--- src/rtl/fetch_stage.sv ---
// rtl/fetch_stage.sv - IF stage and IF/ID register for a single-outstanding instruction memory
// Purpose: holds PCF, issues one fetch at a time, buffers a response that arrives while ID
//   is stalled, squashes wrong-path fetches on redirect, inserts bubbles when idle.
// Ports:
//   clk, rst_n                      clock, asynchronous active-low reset
//   StallF, StallD, FlushD          hazard unit controls
//   PcSrcE, PcTargetE               redirect from EX (target word-aligned here)
//   imem_req, imem_addr, imem_gnt   fetch request channel
//   imem_rvalid, imem_rdata         in-order fetch response channel
//   InstrD, PCD, PCPlus4D, ValidD   IF/ID register outputs
module fetch_stage #(
  parameter int unsigned     XLEN      = 32,
  parameter logic [XLEN-1:0] RESET_PC  = '0,
  parameter logic [31:0]     NOP_INSTR = 32'h0000_0013
) (
  input  logic            clk,
  input  logic            rst_n,
  input  logic            StallF,
  input  logic            StallD,
  input  logic            FlushD,
  input  logic            PcSrcE,
  input  logic [XLEN-1:0] PcTargetE,
  output logic            imem_req,
  output logic [XLEN-1:0] imem_addr,
  input  logic            imem_gnt,
  input  logic            imem_rvalid,
  input  logic [31:0]     imem_rdata,
  output logic [31:0]     InstrD,
  output logic [XLEN-1:0] PCD,
  output logic [XLEN-1:0] PCPlus4D,
  output logic            ValidD
);

  typedef enum logic [1:0] {S_FETCH, S_WAIT, S_DROP, S_HOLD} state_e;

  state_e          state_q, state_d;
  logic [XLEN-1:0] pcf_q, pcf_d;
  logic [31:0]     buf_q, buf_d;
  logic [31:0]     instr_q, instr_d;
  logic [XLEN-1:0] pcd_q, pcd_d;
  logic [XLEN-1:0] pcp4_q, pcp4_d;
  logic            valid_q, valid_d;

  logic [XLEN-1:0] pcf_plus4;
  logic [XLEN-1:0] redirect_pc;
  logic            word_rdy;
  logic [31:0]     word;
  logic            deliver;

  // Wraps modulo 2^XLEN by construction.
  assign pcf_plus4   = pcf_q + {{(XLEN-3){1'b0}}, 3'd4};
  assign redirect_pc = PcTargetE & ~{{(XLEN-2){1'b0}}, 2'b11};

  always_comb begin
    state_d  = state_q;
    pcf_d    = pcf_q;
    buf_d    = buf_q;
    instr_d  = instr_q;
    pcd_d    = pcd_q;
    pcp4_d   = pcp4_q;
    valid_d  = valid_q;
    imem_req = 1'b0;
    word_rdy = 1'b0;
    word     = imem_rdata;
    deliver  = 1'b0;

    // rvalid outside WAIT/DROP is a protocol error and simply ignored.
    case (state_q)
      S_FETCH: begin
        imem_req = rst_n && !StallF && !PcSrcE;
        if (imem_req && imem_gnt) state_d = S_WAIT;
      end
      S_WAIT: begin
        if (imem_rvalid) word_rdy = 1'b1;
      end
      S_HOLD: begin
        word_rdy = 1'b1;
        word     = buf_q;
      end
      S_DROP: begin
        if (imem_rvalid) state_d = S_FETCH;
      end
      default: ;
    endcase

    deliver = word_rdy && !PcSrcE && !StallD && !FlushD;

    if (deliver) begin
      instr_d = word;
      pcd_d   = pcf_q;
      pcp4_d  = pcf_plus4;
      valid_d = 1'b1;
      pcf_d   = pcf_plus4;
      state_d = S_FETCH;
    end else if (word_rdy && !PcSrcE) begin
      // A ready word blocked by StallD or FlushD is parked so it is not lost.
      buf_d   = word;
      state_d = S_HOLD;
    end

    // Bubble: PCD/PCPlus4D keep their last values.
    if (FlushD || (!StallD && !deliver)) begin
      instr_d = NOP_INSTR;
      valid_d = 1'b0;
    end

    // A request still in flight must be drained before the new path can fetch.
    if (PcSrcE) begin
      pcf_d = redirect_pc;
      if ((state_q == S_WAIT || state_q == S_DROP) && !imem_rvalid) state_d = S_DROP;
      else                                                          state_d = S_FETCH;
    end
  end

  always_ff @(posedge clk or negedge rst_n) begin
    if (!rst_n) begin
      state_q <= S_FETCH;
      pcf_q   <= RESET_PC;
      buf_q   <= '0;
      instr_q <= NOP_INSTR;
      pcd_q   <= '0;
      pcp4_q  <= '0;
      valid_q <= 1'b0;
    end else begin
      state_q <= state_d;
      pcf_q   <= pcf_d;
      buf_q   <= buf_d;
      instr_q <= instr_d;
      pcd_q   <= pcd_d;
      pcp4_q  <= pcp4_d;
      valid_q <= valid_d;
    end
  end

  assign imem_addr = pcf_q;
  assign InstrD    = instr_q;
  assign PCD       = pcd_q;
  assign PCPlus4D  = pcp4_q;
  assign ValidD    = valid_q;

endmodule

--- config.mk ---
export PLATFORM = sky130hd
export DESIGN_NAME = fetch_stage
export DESIGN_NICKNAME = d
export VERILOG_FILES = /design/src/rtl/fetch_stage.sv
export SDC_FILE = /design/constraint.sdc
export NUM_CORES = 1
export LEC_CHECK = 0
export BUFFER_PORTS_ARGS = -buffer_cell sky130_fd_sc_hd__buf_2
export CAP_MARGIN = 0
export CELL_PAD_IN_SITES_DETAIL_PLACEMENT = 0
export CELL_PAD_IN_SITES_GLOBAL_PLACEMENT = 2
export CORE_MARGIN = 2
export CORE_UTILIZATION = 34
export CTS_CLUSTER_DIAMETER = 40
export DETAILED_ROUTE_END_ITERATION = 10
export PLACE_DENSITY_LB_ADDON = 0.1
export SLEW_MARGIN = 20
export SYNTH_ARGS = -nofsm -noshare
export SYNTH_HDL_FRONTEND = slang
export SYNTH_SLANG_ARGS = --single-unit
export TNS_END_PERCENT = 50
--- constraint.sdc ---
create_clock -name clk -period 4.02 [get_ports clk]
set_clock_uncertainty 0.2 [all_clocks]
set_input_delay 0.402 -clock clk [delete_from_list [all_inputs] [get_ports clk]]
set_output_delay 0.402 -clock clk [all_outputs]
set_load 0.1 [all_outputs]
==> results.json, run 1 <==
{
  "status": "completed",
  "rsz0062_at_grt": "false",
  "drive_above_1_share": 0.299,
  "antenna_cells": 0,
  "drv_cap": 0,
  "synth_seq_cells": 157,
  "grt.total_usage": 0.189,
  "crit_fanout": 28,
  "p_leak_nw": 4.27,
  "place_area_mm2": 0.00855,
  "die_height_um": 152,
  "worstSetupEndpointType": "register",
  "cts_tree": "yes",
  "ys_types": 52,
  "fin_tns_setup_ns": 0,
  "grt_pass1_vias": 6126,
  "ys_dominant_reg_cell": "dfrtp_1",
  "utilization": 0.434,
  "tightestPinTransition_ns": 1.01,
  "hp-start": "PcTargetE[7]",
  "async_flop_share": 1.00,
  "pin_count": 202,
  "cts-htree-levels": 4,
  "r2r_cells": 6,
  "num_rows": 53,
  "start_util": 0.349,
  "fin_hold_ws_ns": 0.00670,
  "start_kind": "register",
  "viasPerCell": 5.09,
  "ys_seq_area_frac": 0.531,
  "cts-resized-gates": 0,
  "drc": 0,
  "wl_um": 21400,
  "netlist_instances": 749,
  "worstReg2RegStart": "state_q[1]$_DFFE_PN0P_",
  "hp-class": "in2reg",
  "crit_start": "state_q[1]$_DFFE_PN0P_",
  "crit_required_ns": 4.16,
  "insertion_delay_ns": 0.42,
  "cts_buffer_depth": 2,
  "finish.instance_area_mm2": 0.00922,
  "die_w_um": 152,
  "portBuffers": 193,
  "vias": 6151,
  "fillers": 2114,
  "relSlewSlack": 0.326,
  "gr-total-overflow": 0,
  "synth_warnings": 0,
  "setup_viol": 0,
  "synth_edf_count": 0,
  "syn_avg_cell_area_um2": 9.89,
  "fin_crit_ns": 2.84,
  "worst_ep_arrival_time_ns": 2.98,
  "fin_cells": 1208,
  "fmax_mhz": 352,
  "dp_hpwl_um": 14300,
  "fp.dieArea_mm2": 0.0230,
  "nets": 997,
  "cts_setup_buffers": 0,
  "grt_pass1_wl_um": 33500,
  "p_per_area_mw_per_mm2": 829,
  "ir_drop_mv": 0.597,
  "finalCritPeriodShare": 0.707,
  "dr.pass1.iters": 5,
  "antenna_found_initial": 2,
  "path_clk_slew_ns": 0.07,
  "syn_area_mm2": 0.00741,
  "grt_max_degree": 94,
  "root_buffer": "clkbuf_16",
  "area_delta_synth_final_pct": 24.5,
  "dp_cells": 1167,
  "cts.sinks": 157,
  "core_mm2": 0.0212,
  "place_congestion": 0.770,
  "drt_iter0_drc": 223,
  "cts_inserted_buffers": 17,
  "hold_viol_final": 0,
  "hold_depth": 3,
  "ant_nets": 0,
  "path_class": "reg2reg",
  "drv_slew": 0,
  "avgRoutedWirePerCell_um": 17.7
}
[final timing paths]
| kind | to | slack, ns |
|---|---|---|
| max | imem_addr[15]$_DFFE_PN0P_ | 1.18 |
| min | imem_addr[7]$_DFFE_PN0P_ | 0.007 |
| max reg2reg | imem_addr[15]$_DFFE_PN0P_ | 1.18 |
| min reg2reg | PCD[27]$_DFFE_PN0P_ | 0.27 |
| max in group asynchronous | PCD[27]$_DFFE_PN0P_ | 2.07 |
| min in group asynchronous | InstrD[18]$_DFFE_PN0P_ | 0.23 |
[placed cells by master, fill, tap and decap left out, types with 2 or more instances in the layout]
master,instances
buf_2,192
nand2_1,160
dfrtp_1,154
o21ai_0,66
nor2_1,42
mux2i_1,33
a31oi_1,32
mux2_2,32
o31ai_1,17
or4_1,17
clkbuf_16,17
nand4_1,12
xnor2_1,12
nand3_1,11
or3_1,11
xor2_1,9
dlygate4sd3_1,9
buf_4,8
nor3_1,7
o41ai_1,6
nor4_1,6
conb_1,6
inv_1,5
and4_1,4
or4b_1,4
ha_1,4
clkinv_4,4
dfstp_2,3
nand2b_1,3
a21oi_1,3
and3_1,3
inv_6,3
clkinvlp_4,3
nand4b_1,2
nand3b_1,2
nand4_2,2
and2_1,2
clkbuf_8,2
[where the power goes]
part	switching, W	leakage, nW	internal, W
Sequential	0.000307	1.99	0.00205
Clock	0.000699	0.278	0.000898
Combinational	0.00306	2.00	0.000628
Total	0.00406	4.27	0.00358
[stage by stage]
stage | total power [W] | setup WS [ns]
final | 0.00764 | 1.18
after global placement | 0.00604 | 0.911
after detailed placement | 0.00610 | 0.874
after global routing | 0.00800 | 0.894
after floorplan | 0.00540 | 0.362
after CTS | 0.00772 | 1.13
[registers in the layout, summed over array words and instances (netlist names)]
name / count
InstrD: 32
PCPlus4D: 30
imem_addr: 30
PCD: 30
buf_q: 32
ValidD: 1
state_q: 2
[critical path, cell delays in order (launching register included)]
cell and delay, ns:
dfrtp_1 0.41, inv_1 0.11, ha_1 0.22, a21o_1 0.31, nand2_1 0.61, or4_1 0.71, a31oi_1 0.19
[timing repair]
action                                  CTS  global route
endpoints found under the setup margin    0             0
hold endpoints to repair                 41             0
hold buffers                              9             0
[per-layer routing]
| metal | GRT usage | share of wire |
|---|---|---|
| met5 | 0 | 0.0012 |
| met4 | 0.0556 | 0.012 |
| met3 | 0.0455 | 0.059 |
| met2 | 0.308 | 0.47 |
| met1 | 0.251 | 0.45 |
[final cells by class]
cell class,instances,area (µm²),share of cell area
clock buffers,19,453,0.0491
clock inverters,13,130,0.0141
inverters,5,18.8,0.00204
multi-input cells,529,3220,0.349
flip-flops and latches,157,3930,0.427
well taps,275,344,0.0373
repair buffers,210,1120,0.122
[cells in the mapped netlist, types with 2 or more instances]
| cell type | n | share of area |
|---|---|---|
| mux2i_1 | 33 | 0.045 |
| or3_1 | 11 | 0.0093 |
| nand3_1 | 12 | 0.0081 |
| clkbuf_1 | 41 | 0.021 |
| dfstp_2 | 3 | 0.011 |
| nand3b_1 | 2 | 0.0020 |
| buf_2 | 12 | 0.0081 |
| nand2_1 | 160 | 0.081 |
| or4_1 | 17 | 0.017 |
| nand4b_1 | 2 | 0.0024 |
| buf_4 | 6 | 0.0061 |
| nor2b_1 | 2 | 0.0017 |
| xnor2_1 | 12 | 0.014 |
| inv_1 | 5 | 0.0025 |
| buf_1 | 2 | 0.0010 |
| nor2_1 | 42 | 0.021 |
| nand4_2 | 2 | 0.0034 |
| nor3_1 | 8 | 0.0054 |
| o41ai_1 | 6 | 0.0071 |
| and4_1 | 4 | 0.0047 |
| mux2_2 | 32 | 0.049 |
| or4b_1 | 4 | 0.0054 |
| nor4_1 | 7 | 0.0059 |
| and3_1 | 3 | 0.0025 |
| ha_1 | 5 | 0.0084 |
| nand4_1 | 12 | 0.010 |
| o21ai_0 | 66 | 0.045 |
| dfrtp_1 | 154 | 0.52 |
| nand2b_1 | 3 | 0.0025 |
| a21oi_1 | 3 | 0.0020 |
| xor2_1 | 9 | 0.011 |
| a31oi_1 | 32 | 0.027 |
| o31ai_1 | 17 | 0.017 |
| and2_1 | 2 | 0.0017 |
[cell families (layout without fill, tap and decap cells)]
| kind of cell | after synthesis | in the layout | share of synthesized area |
|---|---|---|---|
| multiplexers | 65 | 65 | 0.0933 |
| XOR/XNOR | 21 | 21 | 0.0248 |
| AO/OA/AOI/OAI | 135 | 135 | 0.110 |
| buffers and inverters | 68 | 247 | 0.0407 |
| adder cells (fa/ha/maj) | 5 | 5 | 0.00845 |
| other | 1 | 6 | 0.000506 |
| AND/OR/NAND/NOR | 297 | 297 | 0.191 |
| flip-flops | 157 | 157 | 0.531 |
Power figures use the tool's default switching activity.
==> run 2: changes to the inputs <==
Settings changed: CORE_UTILIZATION 34 to 29.
Clock period 4.02 ns to 2.5 ns, I/O delays scaled along.
==> run 2 against run 1 <==
Worst setup slack got worse by 1.1 ns. Cell count increased by 11%. First-iteration DRC count decreased by 4.5%. Power increased by 65%. Largest cell class unchanged. Largest power group unchanged.
==> results.json, run 2 (synthesis gave the netlist of run 1 again) <==
{
  "status": "completed",
  "fin_crit_ns": 2.39,
  "ir_drop_mv": 0.922,
  "fin_hold_ws_ns": 0.0421,
  "cts_tree": "yes",
  "worst_slack_ns": 0.113,
  "drv_cap": 0,
  "wl_met3_um": 1120,
  "drc": 0,
  "antenna_cells": 0,
  "insertion_delay_ns": 0.43,
  "rsz0062_at_grt": "false",
  "dr.pass1.iters": 4,
  "die_w_um": 164,
  "setup_viol": 0,
  "wl_um": 22900,
  "die_height_um": 164,
  "hold_viol_final": 0,
  "regArea_mm2": 0.00398,
  "crit_fanout": 27,
  "cp_slowest_stage_delay_ns": 0.49,
  "worstSetupEndpointType": "register",
  "final_cell_mix": "191 x buf_2, 160 x nand2_1, 132 x dfrtp_1",
  "switching_share": 0.521,
  "pin_count": 202,
  "grt_pass1_wl_um": 36200,
  "finalCritPeriodShare": 0.955,
  "seqPwrFrac": 0.299,
  "portBuffers": 193,
  "p_leak_nw": 4.64,
  "avgRoutedWirePerCell_um": 17.1,
  "p_per_area_mw_per_mm2": 1240,
  "drt_iter0_drc": 213,
  "relSlewSlack": 0.515,
  "share_comb_of_total_power": 0.482,
  "layout_commonest_cell": "buf_2",
  "slowest_stage": "or4_1",
  "cts-htree-levels": 4,
  "path_class": "reg2reg",
  "finish.instance_area_mm2": 0.0102,
  "cts.sinks": 157,
  "dp_slack_ns": 0.129,
  "p_switching_w": 0.00658,
  "viasPerCell": 4.80,
  "cts_buffer_depth": 2,
  "start_util": 0.295,
  "place_area_mm2": 0.00890,
  "crit_required_ns": 2.64,
  "drt-met1-wl_um": 10300,
  "p_clk_frac": 0.218,
  "multi_input_area_mm2": 0.00322,
  "crit_family": "simple AND/OR/NAND/NOR gates",
  "grt_max_degree": 122,
  "tightestPinTransition_ns": 0.725,
  "path_clk_slew_ns": 0.07,
  "core_mm2": 0.0251,
  "start_kind": "register",
  "antenna_found_initial": 0,
  "top_layer_used": "met4",
  "area_delta_synth_final_pct": 37.4,
  "grt_pass1_vias": 6511,
  "place_congestion": 0.745,
  "p_int_w": 0.00606,
  "num_rows": 58,
  "drv_slew": 0,
  "vias": 6415,
  "drive_above_1_share": 0.318,
  "crit_buf_inv": 1,
  "dr_wl_met2_um": 11300,
  "root_buffer": "clkbuf_16",
  "dp_hpwl_um": 15400,
  "cts_inserted_buffers": 17,
  "crit_chain": "ha_1, and4_1, nand4_2, buf_12, or4_1, a31oi_1",
  "nets": 1072,
  "fp.dieArea_mm2": 0.0268,
  "grt.total_usage": 0.173,
  "hp-class": "in2reg",
  "ant_nets": 0,
  "worst_ep_arrival_time_ns": 2.53,
  "gr-total-overflow": 0,
  "fmax_mhz": 419,
  "fillers": 2587
}
## run 2: changes by cell type in the layout (fill, tap and decap cells not counted), moves of 4 or more
cell           previous run  this run
dfrtp_2                   0        16
buf_4                     8        20
inv_6                     3         7
dlygate4sd3_1             9        65
dfrtp_1                 154       132
dfrtp_4                   0         6
buf_12                    0         8
## run 2: per-stage QoR
step | total power [W] | util | setup TNS, ns | instances
2_1_floorplan | 0.00870 | - | -0.00976 | 754
3_3_place_gp | 0.00982 | 0.354 | 0 | 1240
3_5_place_dp | 0.00990 | 0.354 | 0 | 1240
4_1_cts | 0.0128 | 0.405 | 0 | 1336
5_1_grt | 0.0133 | 0.405 | 0 | 1337
6_report | 0.0126 | 0.405 | 0 | 1337
## run 2: power by group through the flow
stage                     combinational [W]  clock, W  sequential [W]
final                               0.00610   0.00276         0.00378
after global routing                0.00638   0.00298         0.00390
after CTS                           0.00615   0.00286         0.00380
after detailed placement            0.00607         0         0.00383
after global placement              0.00602         0         0.00380
after floorplan                     0.00119         0         0.00752
## run 2: layout make-up
class,instances,area share
Inverter,5,0.00184
Clock inverter,13,0.0173
Sequential cell,157,0.391
Multi-Input combinational cell,529,0.317
Timing Repair Buffer,285,0.189
Tap cell,330,0.0406
Clock buffer,18,0.0432
## run 2: path summary, 6_finish.rpt
| kind | startpoint | to | slack (ns) | cells after the start |
|---|---|---|---|---|
| worst max-delay path | imem_addr[2]$_DFFE_PN0P_ | imem_addr[26]$_DFFE_PN0P_ | 0.11 | 6 |
| worst min-delay path | PcSrcE | imem_addr[11]$_DFFE_PN0P_ | 0.04 | 3 |
| worst max register to register | imem_addr[2]$_DFFE_PN0P_ | imem_addr[26]$_DFFE_PN0P_ | 0.11 | 6 |
| worst min register to register | PCD[27]$_DFFE_PN0P_ | PCD[27]$_DFFE_PN0P_ | 0.27 | 2 |
| max in group asynchronous | rst_n | imem_addr[14]$_DFFE_PN0P_ | 0.89 | 3 |
| min in group asynchronous | rst_n | InstrD[28]$_DFFE_PN0P_ | 0.16 | 2 |
## run 2: what timing repair did
action	CTS	global route
buffers inserted	0	1
hold endpoints to repair	131	0
gates resized for setup	0	0
hold buffers	65	0
endpoints found under the setup margin	0	1
## run 2: metal layers
| layer | global-route usage | up-vias |
|---|---|---|
| met4 | 0.0467 | 0 |
| met1 | 0.225 | 3129 |
| met2 | 0.294 | 160 |
| li1 | - | 3116 |
| met5 | 0 | - |
| met3 | 0.0341 | 10 |
## run 2: tightest hold or removal path: cells and delay by family
family,cells,cell delay [ns]
buf+inv,1,0.20
simple gates,2,0.16
